==> src/rtl/apb2iob_if.sv <==
`default_nettype none
// ============================================================================
//  Module      : apb2iob_if
//  Description : Bus bundle for the APB-slave / IOb-master bridge. The slave
//                modport is the bridge's view; the master modport is the view
//                of the environment (APB master plus IOb slave).
//  Revision    : 1.0 - initial release
// ============================================================================
interface apb2iob_if #(
    parameter int APB_ADDR_W = 32,
    parameter int ADDR_W     = APB_ADDR_W,
    parameter int DATA_W     = 32
);
    // APB side
    logic                  apb_sel_i;
    logic                  apb_enable_i;
    logic [APB_ADDR_W-1:0] apb_addr_i;
    logic                  apb_write_i;
    logic [DATA_W/8-1:0]   apb_wstrb_i;
    logic [DATA_W-1:0]     apb_wdata_i;
    logic [DATA_W-1:0]     apb_rdata_o;
    logic                  apb_ready_o;
    logic                  apb_slverr_o;
    // IOb side
    logic                  iob_avalid_o;
    logic [ADDR_W-1:0]     iob_addr_o;
    logic [DATA_W-1:0]     iob_wdata_o;
    logic [DATA_W/8-1:0]   iob_wstrb_o;
    logic                  iob_rvalid_i;
    logic [DATA_W-1:0]     iob_rdata_i;
    logic                  iob_ready_i;

    modport slave (
        input  apb_sel_i, apb_enable_i, apb_addr_i, apb_write_i, apb_wstrb_i, apb_wdata_i,
        output apb_rdata_o, apb_ready_o, apb_slverr_o,
        output iob_avalid_o, iob_addr_o, iob_wdata_o, iob_wstrb_o,
        input  iob_rvalid_i, iob_rdata_i, iob_ready_i
    );

    modport master (
        output apb_sel_i, apb_enable_i, apb_addr_i, apb_write_i, apb_wstrb_i, apb_wdata_i,
        input  apb_rdata_o, apb_ready_o, apb_slverr_o,
        input  iob_avalid_o, iob_addr_o, iob_wdata_o, iob_wstrb_o,
        output iob_rvalid_i, iob_rdata_i, iob_ready_i
    );
endinterface
`default_nettype wire

==> src/rtl/apb2iob.sv <==
`default_nettype none
// ============================================================================
//  Module      : apb2iob
//  Description : APB slave to IOb master bridge. Each APB transfer becomes a
//                single IOb request; an optional cycle timeout turns an
//                unresponsive IOb slave into an APB slave error.
//  Revision    : 1.0 - initial release
// ============================================================================
module apb2iob #(
    parameter int APB_ADDR_W = 32,
    parameter int APB_DATA_W = 32,
    parameter int ADDR_W     = APB_ADDR_W,
    parameter int DATA_W     = APB_DATA_W,
    parameter int TIMEOUT    = 256
) (
    input  wire logic clk_i,
    input  wire logic arst_n_i,
    input  wire logic cke_i,
    apb2iob_if.slave  bus
);

    // A zero-width counter is illegal, so keep one bit when the timeout is off.
    localparam int c_CNT_W = (TIMEOUT > 0) ? $clog2(TIMEOUT + 1) : 1;
    localparam bit c_TO_EN = (TIMEOUT > 0);
    localparam logic [c_CNT_W-1:0] c_CNT_LAST = c_CNT_W'((TIMEOUT > 0) ? TIMEOUT - 1 : 0);
    localparam logic [c_CNT_W-1:0] c_CNT_ONE  = c_CNT_W'(1);

    typedef enum logic [1:0] {
        S_IDLE   = 2'd0,
        S_REQ    = 2'd1,
        S_RDWAIT = 2'd2,
        S_DONE   = 2'd3
    } state_t;

    state_t              r_state, w_state;
    logic [c_CNT_W-1:0]  r_cnt, w_cnt;
    logic                r_avalid, w_avalid;
    logic [ADDR_W-1:0]   r_addr, w_addr;
    logic [DATA_W-1:0]   r_wdata, w_wdata;
    logic [DATA_W/8-1:0] r_wstrb, w_wstrb;
    logic [DATA_W-1:0]   r_rdata, w_rdata;
    logic                r_ready, w_ready;
    logic                r_slverr, w_slverr;

    logic w_setup;
    logic w_null_wr;
    logic w_timeout;

    assign w_setup   = bus.apb_sel_i && !bus.apb_enable_i && !r_ready;
    assign w_null_wr = bus.apb_write_i && (bus.apb_wstrb_i == '0);
    assign w_timeout = c_TO_EN && (r_cnt == c_CNT_LAST);

    // State and all registered outputs; cke_i low freezes everything.
    always_ff @(posedge clk_i or negedge arst_n_i) begin
        if (!arst_n_i) begin
            r_state  <= S_IDLE;
            r_cnt    <= '0;
            r_avalid <= 1'b0;
            r_addr   <= '0;
            r_wdata  <= '0;
            r_wstrb  <= '0;
            r_rdata  <= '0;
            r_ready  <= 1'b0;
            r_slverr <= 1'b0;
        end else if (cke_i) begin
            r_state  <= w_state;
            r_cnt    <= w_cnt;
            r_avalid <= w_avalid;
            r_addr   <= w_addr;
            r_wdata  <= w_wdata;
            r_wstrb  <= w_wstrb;
            r_rdata  <= w_rdata;
            r_ready  <= w_ready;
            r_slverr <= w_slverr;
        end
    end

    // Next-state and next-output logic; a completing event beats the timeout.
    always_comb begin
        w_state  = r_state;
        w_cnt    = r_cnt;
        w_avalid = r_avalid;
        w_addr   = r_addr;
        w_wdata  = r_wdata;
        w_wstrb  = r_wstrb;
        w_rdata  = r_rdata;
        w_ready  = r_ready;
        w_slverr = r_slverr;
        case (r_state)
            S_IDLE: begin
                if (w_setup) begin
                    w_addr  = bus.apb_addr_i[ADDR_W-1:0];
                    w_wdata = bus.apb_wdata_i;
                    w_wstrb = bus.apb_write_i ? bus.apb_wstrb_i : '0;
                    if (w_null_wr) begin
                        w_ready  = 1'b1;
                        w_slverr = 1'b0;
                        w_state  = S_DONE;
                    end else begin
                        w_avalid = 1'b1;
                        w_cnt    = '0;
                        w_state  = S_REQ;
                    end
                end
            end
            S_REQ: begin
                if (bus.iob_ready_i) begin
                    w_avalid = 1'b0;
                    w_cnt    = r_cnt + c_CNT_ONE;
                    // Reads always carry a zero strobe, so a non-zero one marks a write.
                    if (r_wstrb != '0) begin
                        w_ready = 1'b1;
                        w_state = S_DONE;
                    end else begin
                        w_state = S_RDWAIT;
                    end
                end else if (w_timeout) begin
                    w_avalid = 1'b0;
                    w_rdata  = '0;
                    w_slverr = 1'b1;
                    w_ready  = 1'b1;
                    w_state  = S_DONE;
                end else begin
                    w_cnt = r_cnt + c_CNT_ONE;
                end
            end
            S_RDWAIT: begin
                if (bus.iob_rvalid_i) begin
                    w_rdata = bus.iob_rdata_i;
                    w_ready = 1'b1;
                    w_state = S_DONE;
                end else if (w_timeout) begin
                    w_rdata  = '0;
                    w_slverr = 1'b1;
                    w_ready  = 1'b1;
                    w_state  = S_DONE;
                end else begin
                    w_cnt = r_cnt + c_CNT_ONE;
                end
            end
            S_DONE: begin
                w_ready  = 1'b0;
                w_slverr = 1'b0;
                w_wstrb  = '0;
                w_state  = S_IDLE;
            end
            default: begin
                w_state = S_IDLE;
            end
        endcase
    end

    assign bus.apb_rdata_o  = r_rdata;
    assign bus.apb_ready_o  = r_ready;
    assign bus.apb_slverr_o = r_slverr;
    assign bus.iob_avalid_o = r_avalid;
    assign bus.iob_addr_o   = r_addr;
    assign bus.iob_wdata_o  = r_wdata;
    assign bus.iob_wstrb_o  = r_wstrb;

endmodule
`default_nettype wire

==> src/flat_wrapper.sv <==
// flat-port wrapper written by rule: the top's interface ports become plain ports
module apb2iob_flat 
#(
    parameter int APB_ADDR_W = 32,
    parameter int APB_DATA_W = 32,
    parameter int ADDR_W     = APB_ADDR_W,
    parameter int DATA_W     = APB_DATA_W,
    parameter int TIMEOUT    = 256
)
  (clk_i, arst_n_i, cke_i, bus_apb_sel_i, bus_apb_enable_i, bus_apb_addr_i, bus_apb_write_i, bus_apb_wstrb_i, bus_apb_wdata_i, bus_apb_rdata_o, bus_apb_ready_o, bus_apb_slverr_o, bus_iob_avalid_o, bus_iob_addr_o, bus_iob_wdata_o, bus_iob_wstrb_o, bus_iob_rvalid_i, bus_iob_rdata_i, bus_iob_ready_i);
  apb2iob_if #(.APB_ADDR_W(APB_ADDR_W), .ADDR_W(ADDR_W), .DATA_W(DATA_W)) bus_i ();
  input  wire logic clk_i;
  input  wire logic arst_n_i;
  input  wire logic cke_i;
  input wire logic [$bits(bus_i.apb_sel_i)-1:0] bus_apb_sel_i;
  input wire logic [$bits(bus_i.apb_enable_i)-1:0] bus_apb_enable_i;
  input wire logic [$bits(bus_i.apb_addr_i)-1:0] bus_apb_addr_i;
  input wire logic [$bits(bus_i.apb_write_i)-1:0] bus_apb_write_i;
  input wire logic [$bits(bus_i.apb_wstrb_i)-1:0] bus_apb_wstrb_i;
  input wire logic [$bits(bus_i.apb_wdata_i)-1:0] bus_apb_wdata_i;
  output wire logic [$bits(bus_i.apb_rdata_o)-1:0] bus_apb_rdata_o;
  output wire logic [$bits(bus_i.apb_ready_o)-1:0] bus_apb_ready_o;
  output wire logic [$bits(bus_i.apb_slverr_o)-1:0] bus_apb_slverr_o;
  output wire logic [$bits(bus_i.iob_avalid_o)-1:0] bus_iob_avalid_o;
  output wire logic [$bits(bus_i.iob_addr_o)-1:0] bus_iob_addr_o;
  output wire logic [$bits(bus_i.iob_wdata_o)-1:0] bus_iob_wdata_o;
  output wire logic [$bits(bus_i.iob_wstrb_o)-1:0] bus_iob_wstrb_o;
  input wire logic [$bits(bus_i.iob_rvalid_i)-1:0] bus_iob_rvalid_i;
  input wire logic [$bits(bus_i.iob_rdata_i)-1:0] bus_iob_rdata_i;
  input wire logic [$bits(bus_i.iob_ready_i)-1:0] bus_iob_ready_i;
  assign bus_i.apb_sel_i = bus_apb_sel_i;
  assign bus_i.apb_enable_i = bus_apb_enable_i;
  assign bus_i.apb_addr_i = bus_apb_addr_i;
  assign bus_i.apb_write_i = bus_apb_write_i;
  assign bus_i.apb_wstrb_i = bus_apb_wstrb_i;
  assign bus_i.apb_wdata_i = bus_apb_wdata_i;
  assign bus_apb_rdata_o = bus_i.apb_rdata_o;
  assign bus_apb_ready_o = bus_i.apb_ready_o;
  assign bus_apb_slverr_o = bus_i.apb_slverr_o;
  assign bus_iob_avalid_o = bus_i.iob_avalid_o;
  assign bus_iob_addr_o = bus_i.iob_addr_o;
  assign bus_iob_wdata_o = bus_i.iob_wdata_o;
  assign bus_iob_wstrb_o = bus_i.iob_wstrb_o;
  assign bus_i.iob_rvalid_i = bus_iob_rvalid_i;
  assign bus_i.iob_rdata_i = bus_iob_rdata_i;
  assign bus_i.iob_ready_i = bus_iob_ready_i;
  apb2iob #(.APB_ADDR_W(APB_ADDR_W), .APB_DATA_W(APB_DATA_W), .ADDR_W(ADDR_W), .DATA_W(DATA_W), .TIMEOUT(TIMEOUT)) u_core (.clk_i(clk_i), .arst_n_i(arst_n_i), .cke_i(cke_i), .bus(bus_i));
endmodule
==> config.mk <==
export PLATFORM = sky130hd
export DESIGN_NAME = apb2iob_flat
export DESIGN_NICKNAME = d
export VERILOG_FILES = /design/src/rtl/apb2iob_if.sv /design/src/rtl/apb2iob.sv /design/src/flat_wrapper.sv
export SDC_FILE = /design/constraint.sdc
export NUM_CORES = 1
export LEC_CHECK = 0
export CORE_ASPECT_RATIO = 0.6
export CORE_MARGIN = 3
export CORE_UTILIZATION = 30
export CTS_CLUSTER_DIAMETER = 50
export DETAILED_ROUTE_END_ITERATION = 16
export SYNTH_ARGS = -nofsm -noshare
export SYNTH_HDL_FRONTEND = slang
export SYNTH_SLANG_ARGS = --single-unit
==> constraint.sdc <==
create_clock -name clk_i -period 3.1 [get_ports clk_i]
set_input_delay 0.62 -clock clk_i [delete_from_list [all_inputs] [get_ports clk_i]]
set_output_delay 0.62 -clock clk_i [all_outputs]
set_load 0.01 [all_outputs]
==> results.toml, run 1 <==
[clock_tree]
cts_resized = 0
numCtsBuffers = 17
cts_hold_buf = 0
htreeDepth = 4
clkTransAtPathRegs_ns = 0.06
cts_tree = "done"
cts_buffer_depth = 2
cts_sinks = 114
cts_root_buffer = "clkbuf_16"
insertion_delay_ns = 0.41
post_cts_buffers = 0

[placement]
hpwl_um = 10390
dp_cells = 745
gp_congestion = 0.8745
io_buffers = 210
placed_cell_area_mm2 = 0.007047

[layout]
utilization_pct = 51.10
final_cell_mix = "209 x clkdlybuf4s50_1, 114 x dfrtp_1, 64 x mux2_2"
fill_cells = 1266
fin_cells = 777
num-nets-final = 684
drive_gt1_share_pct = 18.83
syn2layout_area_growth_pct = 61.54
final_common_cell = "clkdlybuf4s50_1"
final-seq-area_mm2 = 0.002853
antennaDiodeCount = 0
multiInputGateArea_mm2 = 0.001742
final_cell_area_mm2 = 0.007630

[critical_path]
reg2reg_depth = 10
endpoint_kind = "flop"
crit_end = "u_core.bus.apb_rdata_o[7]"
rrSetupSlack_ns = 0.54
r2r_start = "u_core.r_cnt[0]"
critPathRequiredTime_ns = 3.38
worstSetupStartpointType = "flop"
cp_max_fo = 32
cp.arrival_ns = 2.84
startpoint = "u_core.r_cnt[0]"
r2r-end = "u_core.bus.apb_rdata_o[7]"
path_class = "flop to flop"

[synthesis]
synthAdderAreaFrac_pct = 2.649
synth_top_area_share_pct = 60.40
synthMuxAreaShare_pct = 15.26
syn_area_per_cell_um2 = 13.57
synth_edf_count = 0
ys_seq_elements = 114
yosys.area.top_type = "dfrtp_1"
synth_top_family_by_area = "multiplexers"
synth_top_flop_cell = "dfrtp_1"
yosysSeqAreaShare_pct = 60.40
synthXorXnorAreaFrac_pct = 0
syn_nets = 466
syn_inst = 348
yosys-top-cells-area = "dfrtp_1 60%, mux2_2 15%, a22o_1 5.9%, ha_1 2.6%, o21ai_0 2.4%"
synthSimpleGateAreaFrac_pct = 5.325
synthArstFlopShare_pct = 100.0
synth_compound_area_share_pct = 13.62
yosys_warnings = 0
synth_cell_types = 41
synth.cell_area_mm2 = 0.004723

[drt]
drc = 0
wl_per_cell_um = 17.78
first_pass_iters = 4
drt-initial-drc-count = 249
num_vias = 3684
drt_wl_total_um = 13810
ant_nets = 0
via_per_inst = 4.741

[global_route]
overflow = 0
grt_pass1_vias = 3616
grt_pass1_wl_um = 21040
antenna_found_initial = 0
grt_usage_pct = 15.62
grt_start_max_net_pins = 59

[die]
floorplan.rows = 34
start_util_pct = 31.63
core_area_mm2 = 0.01493
io_pins = 211
die_h_um = 103.2
die_area_mm2 = 0.01734
die_w_um = 168.0

[run_status]
status = "completed"

[sta]
rsz0062_at_grt = "false"
clock_skew_ns = 0.005857
setup_violations = 0
hold_violations = 0
fmax_ghz = 0.3910
tightest_slew_ns = 1.146
period_share_pct = 82.51
min_period_ns = 2.558
slew_violations = 0
max_slew_margin_pct = 23.59
tns_ns = 0

[pwr]
p_leak_nw = 3.211
powerDensity_mw_per_mm2 = 998.3
ir_drop_mv = 0.4189

[flow_run]
cap_viol_max_count = 0

[hold_path]
min_path_type = "primary input to async pin"
==> cells by family (layout without fill, tap and decap cells) <==
logic type / count (synthesis) / count (layout)
compound gates: 89 / 89
fa+ha+maj: 10 / 10
buf+inv: 24 / 255
simple gates: 47 / 47
mux: 64 / 64
flops: 114 / 114
==> area by class of cell <==
class / count / area share [%]
Clock buffer: 18 / 5.756
Clock inverter: 14 / 1.886
Inverter: 8 / 0.3936
Multi-Input combinational cell: 210 / 22.83
Sequential cell: 114 / 37.39
Tap cell: 198 / 3.247
Timing Repair Buffer: 215 / 28.50
==> worst max-delay path, stage by stage (launching register included) <==
cell     delay, ns
dfrtp_1       0.43
ha_1          0.25
nand3_1       0.13
nor2b_1       0.16
nand2_1       0.09
inv_1         0.07
ha_1          0.32
nor2_2        0.09
or3_1         0.36
buf_4         0.24
a22o_1        0.27
==> sequential cells by signal, indices dropped and copies added, names as in the netlist <==
signal	flops
u_core.bus.apb_slverr_o	1
u_core.bus.apb_rdata_o	32
u_core.bus.iob_wdata_o	32
u_core.bus.iob_addr_o	32
u_core.bus.apb_ready_o	1
u_core.bus.iob_wstrb_o	4
u_core.r_cnt	9
u_core.r_state	2
u_core.bus.iob_avalid_o	1
==> metrics by stage <==
step | total power [mW] | hold WS (ns) | setup slack, ns
2_1_floorplan | 3.894 | 0.3244 | 0.9179
3_3_place_gp | 5.699 | 0.4764 | 0.4234
3_5_place_dp | 5.757 | 0.4885 | 0.3522
4_1_cts | 7.715 | 0.2916 | 0.5142
5_1_grt | 8.026 | 0.3163 | 0.2890
6_report | 7.617 | 0.2797 | 0.5422
==> worst min path at each step <==
stage | startpoint | endpoint | cells after the start
CTS | arst_n_i | u_core.bus.iob_wdata_o[6] | 1
global placement | u_core.r_cnt[7] | u_core.r_cnt[7] | 1
floorplan | arst_n_i | u_core.bus.apb_rdata_o[0] | 0
global route | arst_n_i | u_core.bus.iob_wdata_o[6] | 1
finish | arst_n_i | u_core.bus.iob_addr_o[5] | 1
detailed placement | u_core.r_cnt[7] | u_core.r_cnt[7] | 1
==> where the power goes <==
group	leakage [nW]	switching, mW	total [mW]	internal, mW
logic	1.51	1.25	3.13	1.87
registers	1.43	0.400	2.57	2.17
clock network	0.275	0.766	1.92	1.15
==> routing by layer <==
| metal | part of all wire [%] | GRT usage, % |
|---|---|---|
| met2 | 43 | 22.16 |
| met1 | 51 | 23.72 |
| met4 | 0.58 | 3.394 |
| met3 | 5.8 | 4.406 |
| met5 | 0 | 0 |
==> cell usage after synthesis, types with 2 or more instances <==
cell / number
nor4_1: 2
buf_6: 3
and4_1: 2
o21ai_0: 23
a22o_1: 32
dfrtp_1: 114
nor3_1: 2
o31ai_1: 5
a31oi_1: 6
nor2_1: 11
buf_2: 11
o21ai_1: 6
ha_1: 10
nand3_1: 3
nor2b_1: 2
and2_1: 3
inv_1: 7
nand2_1: 11
a21oi_1: 7
and3_1: 4
mux2_2: 64
No activity file was read; power rests on OpenSTA's default activity.
==> run 2, diff against run 1 <==
- clock period: 3.1 -> 2.65 ns (I/O delays scaled with it)
==> run 2 against run 1 <==
- count of clock-buffer cells in the layout decreased by 1
- register-to-register slack worse by 0.31 ns
- core utilization is 0.050 points higher
- combinational power grew 18%
- global-route usage grew 0.20 points
- sequential power grew 16%
- first-iteration DRC count grew 17%
- largest power group unchanged
- sequential share of layout area about the same
- cell area about the same
- worst setup slack got worse by 0.31 ns
- worst hold slack got worse by 0.24 ns
- die area unchanged
==> results.toml, run 2 (synthesis results as in run 1) <==
[critical_path]
worstSetupStartpointType = "flop"
crit_buf_inv = 2
cp_max_fo = 8
r2r_start = "u_core.r_cnt[0]"
endpoint_kind = "flop"
path_class = "flop to flop"
path_delay_family = "compound AO/OA/AOI/OAI gates"
critPathRequiredTime_ns = 2.92
startpoint = "u_core.r_cnt[0]"
crit_slowest_cell = "dfrtp_1"
cp_slowest_stage_delay_ns = 0.42
path_cells = "ha_1, nand3_1, nor2b_1, nand2_1, inv_1, ha_1, buf_4, o21ai_1, o21ai_0, nor3_1, o21ai_0"
cp.arrival_ns = 2.68

[layout]
fin_cells = 779
syn2layout_area_growth_pct = 61.70
final_common_cell = "clkdlybuf4s50_1"
final_cell_mix = "209 x clkdlybuf4s50_1, 114 x dfrtp_1, 64 x mux2_2"
num-nets-final = 687
antennaDiodeCount = 0
drive_gt1_share_pct = 19.10

[sta]
hold_violations = 0
period_share_pct = 91.10
setup_violations = 0
rsz0062_at_grt = "false"
max_slew_margin_pct = 58.98
min_period_ns = 2.414
slew_violations = 0
tns_ns = 0
fmax_ghz = 0.4142
clock_skew_ns = 0.01084
tightest_slew_ns = 0.6089

[die]
io_pins = 211
floorplan.rows = 34
start_util_pct = 31.63
die_h_um = 103.2
die_w_um = 168.0
die_area_mm2 = 0.01734
core_area_mm2 = 0.01493

[pwr]
finalPower_mw = 8.839
ir_drop_mv = 0.5233
p_leak_nw = 3.229
powerDensity_mw_per_mm2 = 1157

[clock_tree]
cts_tree = "done"
cts_buffer_depth = 2
cts_resized = 0
cts_root_buffer = "clkbuf_16"
numCtsBuffers = 17
cts_hold_buf = 0
insertion_delay_ns = 0.40
post_cts_buffers = 0
htreeDepth = 4
cts_sinks = 114
clkTransAtPathRegs_ns = 0.06

[placement]
io_buffers = 210
dp_cells = 748
gp_congestion = 0.8800
hpwl_um = 10470

[drt]
first_pass_iters = 5
ant_nets = 0
via_per_inst = 4.824
drt_wl_total_um = 13910
drt-initial-drc-count = 292
num_vias = 3758
drc = 0
wl_per_cell_um = 17.85

[global_route]
met2_usage_pct = 24.02
grt_busiest_layer = "met2"
grt_start_max_net_pins = 62
grt_use_met1_pct = 22.92
grtUsageMet3_pct = 4.178
grt_usage_pct = 15.82
grt_pass1_wl_um = 21550
overflow = 0
antenna_found_initial = 0
grt_pass1_vias = 3796

[hold_path]
min_path_type = "primary input to async pin"

[flow_run]
cap_viol_max_count = 0

[run_status]
status = "completed"
[run 2: changes by cell type in the layout (fill, tap and decap cells not counted), sizes merged]
cell and change:
clkinv +4, clkinvlp -2, clkbuf -1, inv -2, buf +3
[run 2: routing by layer]
metal / vias up / routed length [µm]
met4: 0 / 63
met5: - / 0
li1: 1732 / -
met2: 173 / 6115
met3: 7 / 882
met1: 1846 / 6847
[run 2: worst paths after layout]
path / endpoint / slack (ns) / cells past startpoint
worst max register to register: u_core.r_state[0] / 0.24 / 11
max in group asynchronous: u_core.bus.apb_rdata_o[7] / 1.91 / 2
worst min register to register: u_core.bus.iob_addr_o[12] / 0.50 / 1
worst min-delay path: u_core.bus.iob_wdata_o[10] / 0.04 / 1
worst max-delay path: u_core.r_state[0] / 0.24 / 11
min in group clk_i: u_core.bus.iob_addr_o[12] / 0.50 / 1
[run 2: layout make-up]
cell class / count / area [µm²]
well taps: 198 / 247.7
clock buffers: 17 / 425.4
inverters: 8 / 30.03
multi-input cells: 210 / 1742
clock inverters: 14 / 130.1
repair buffers: 218 / 2210
fillers: 1296 / 7295
flip-flops and latches: 114 / 2853
[run 2: metrics by stage]
| step | setup WS (ns) | util [%] | hold WS (ns) | cell area [µm²] |
|---|---|---|---|---|
| floorplan | 0.4679 | - | 0.2344 | 4723 |
| global route | 0.08040 | 51.15 | 0.04627 | 7637 |
| CTS | 0.2511 | 51.15 | 0.03221 | 7637 |
| finish | 0.2358 | 51.15 | 0.04068 | 7637 |
| detailed placement | 0.1591 | 47.43 | 0.4705 | 7082 |
| global placement | 0.2046 | 47.43 | 0.4710 | 7082 |
[run 2: report_power, final]
group	internal (mW)	switching, mW	leakage, nW
Combinational	2.21	1.49	1.53
Clock	1.30	0.851	0.271
Sequential	2.54	0.450	1.43
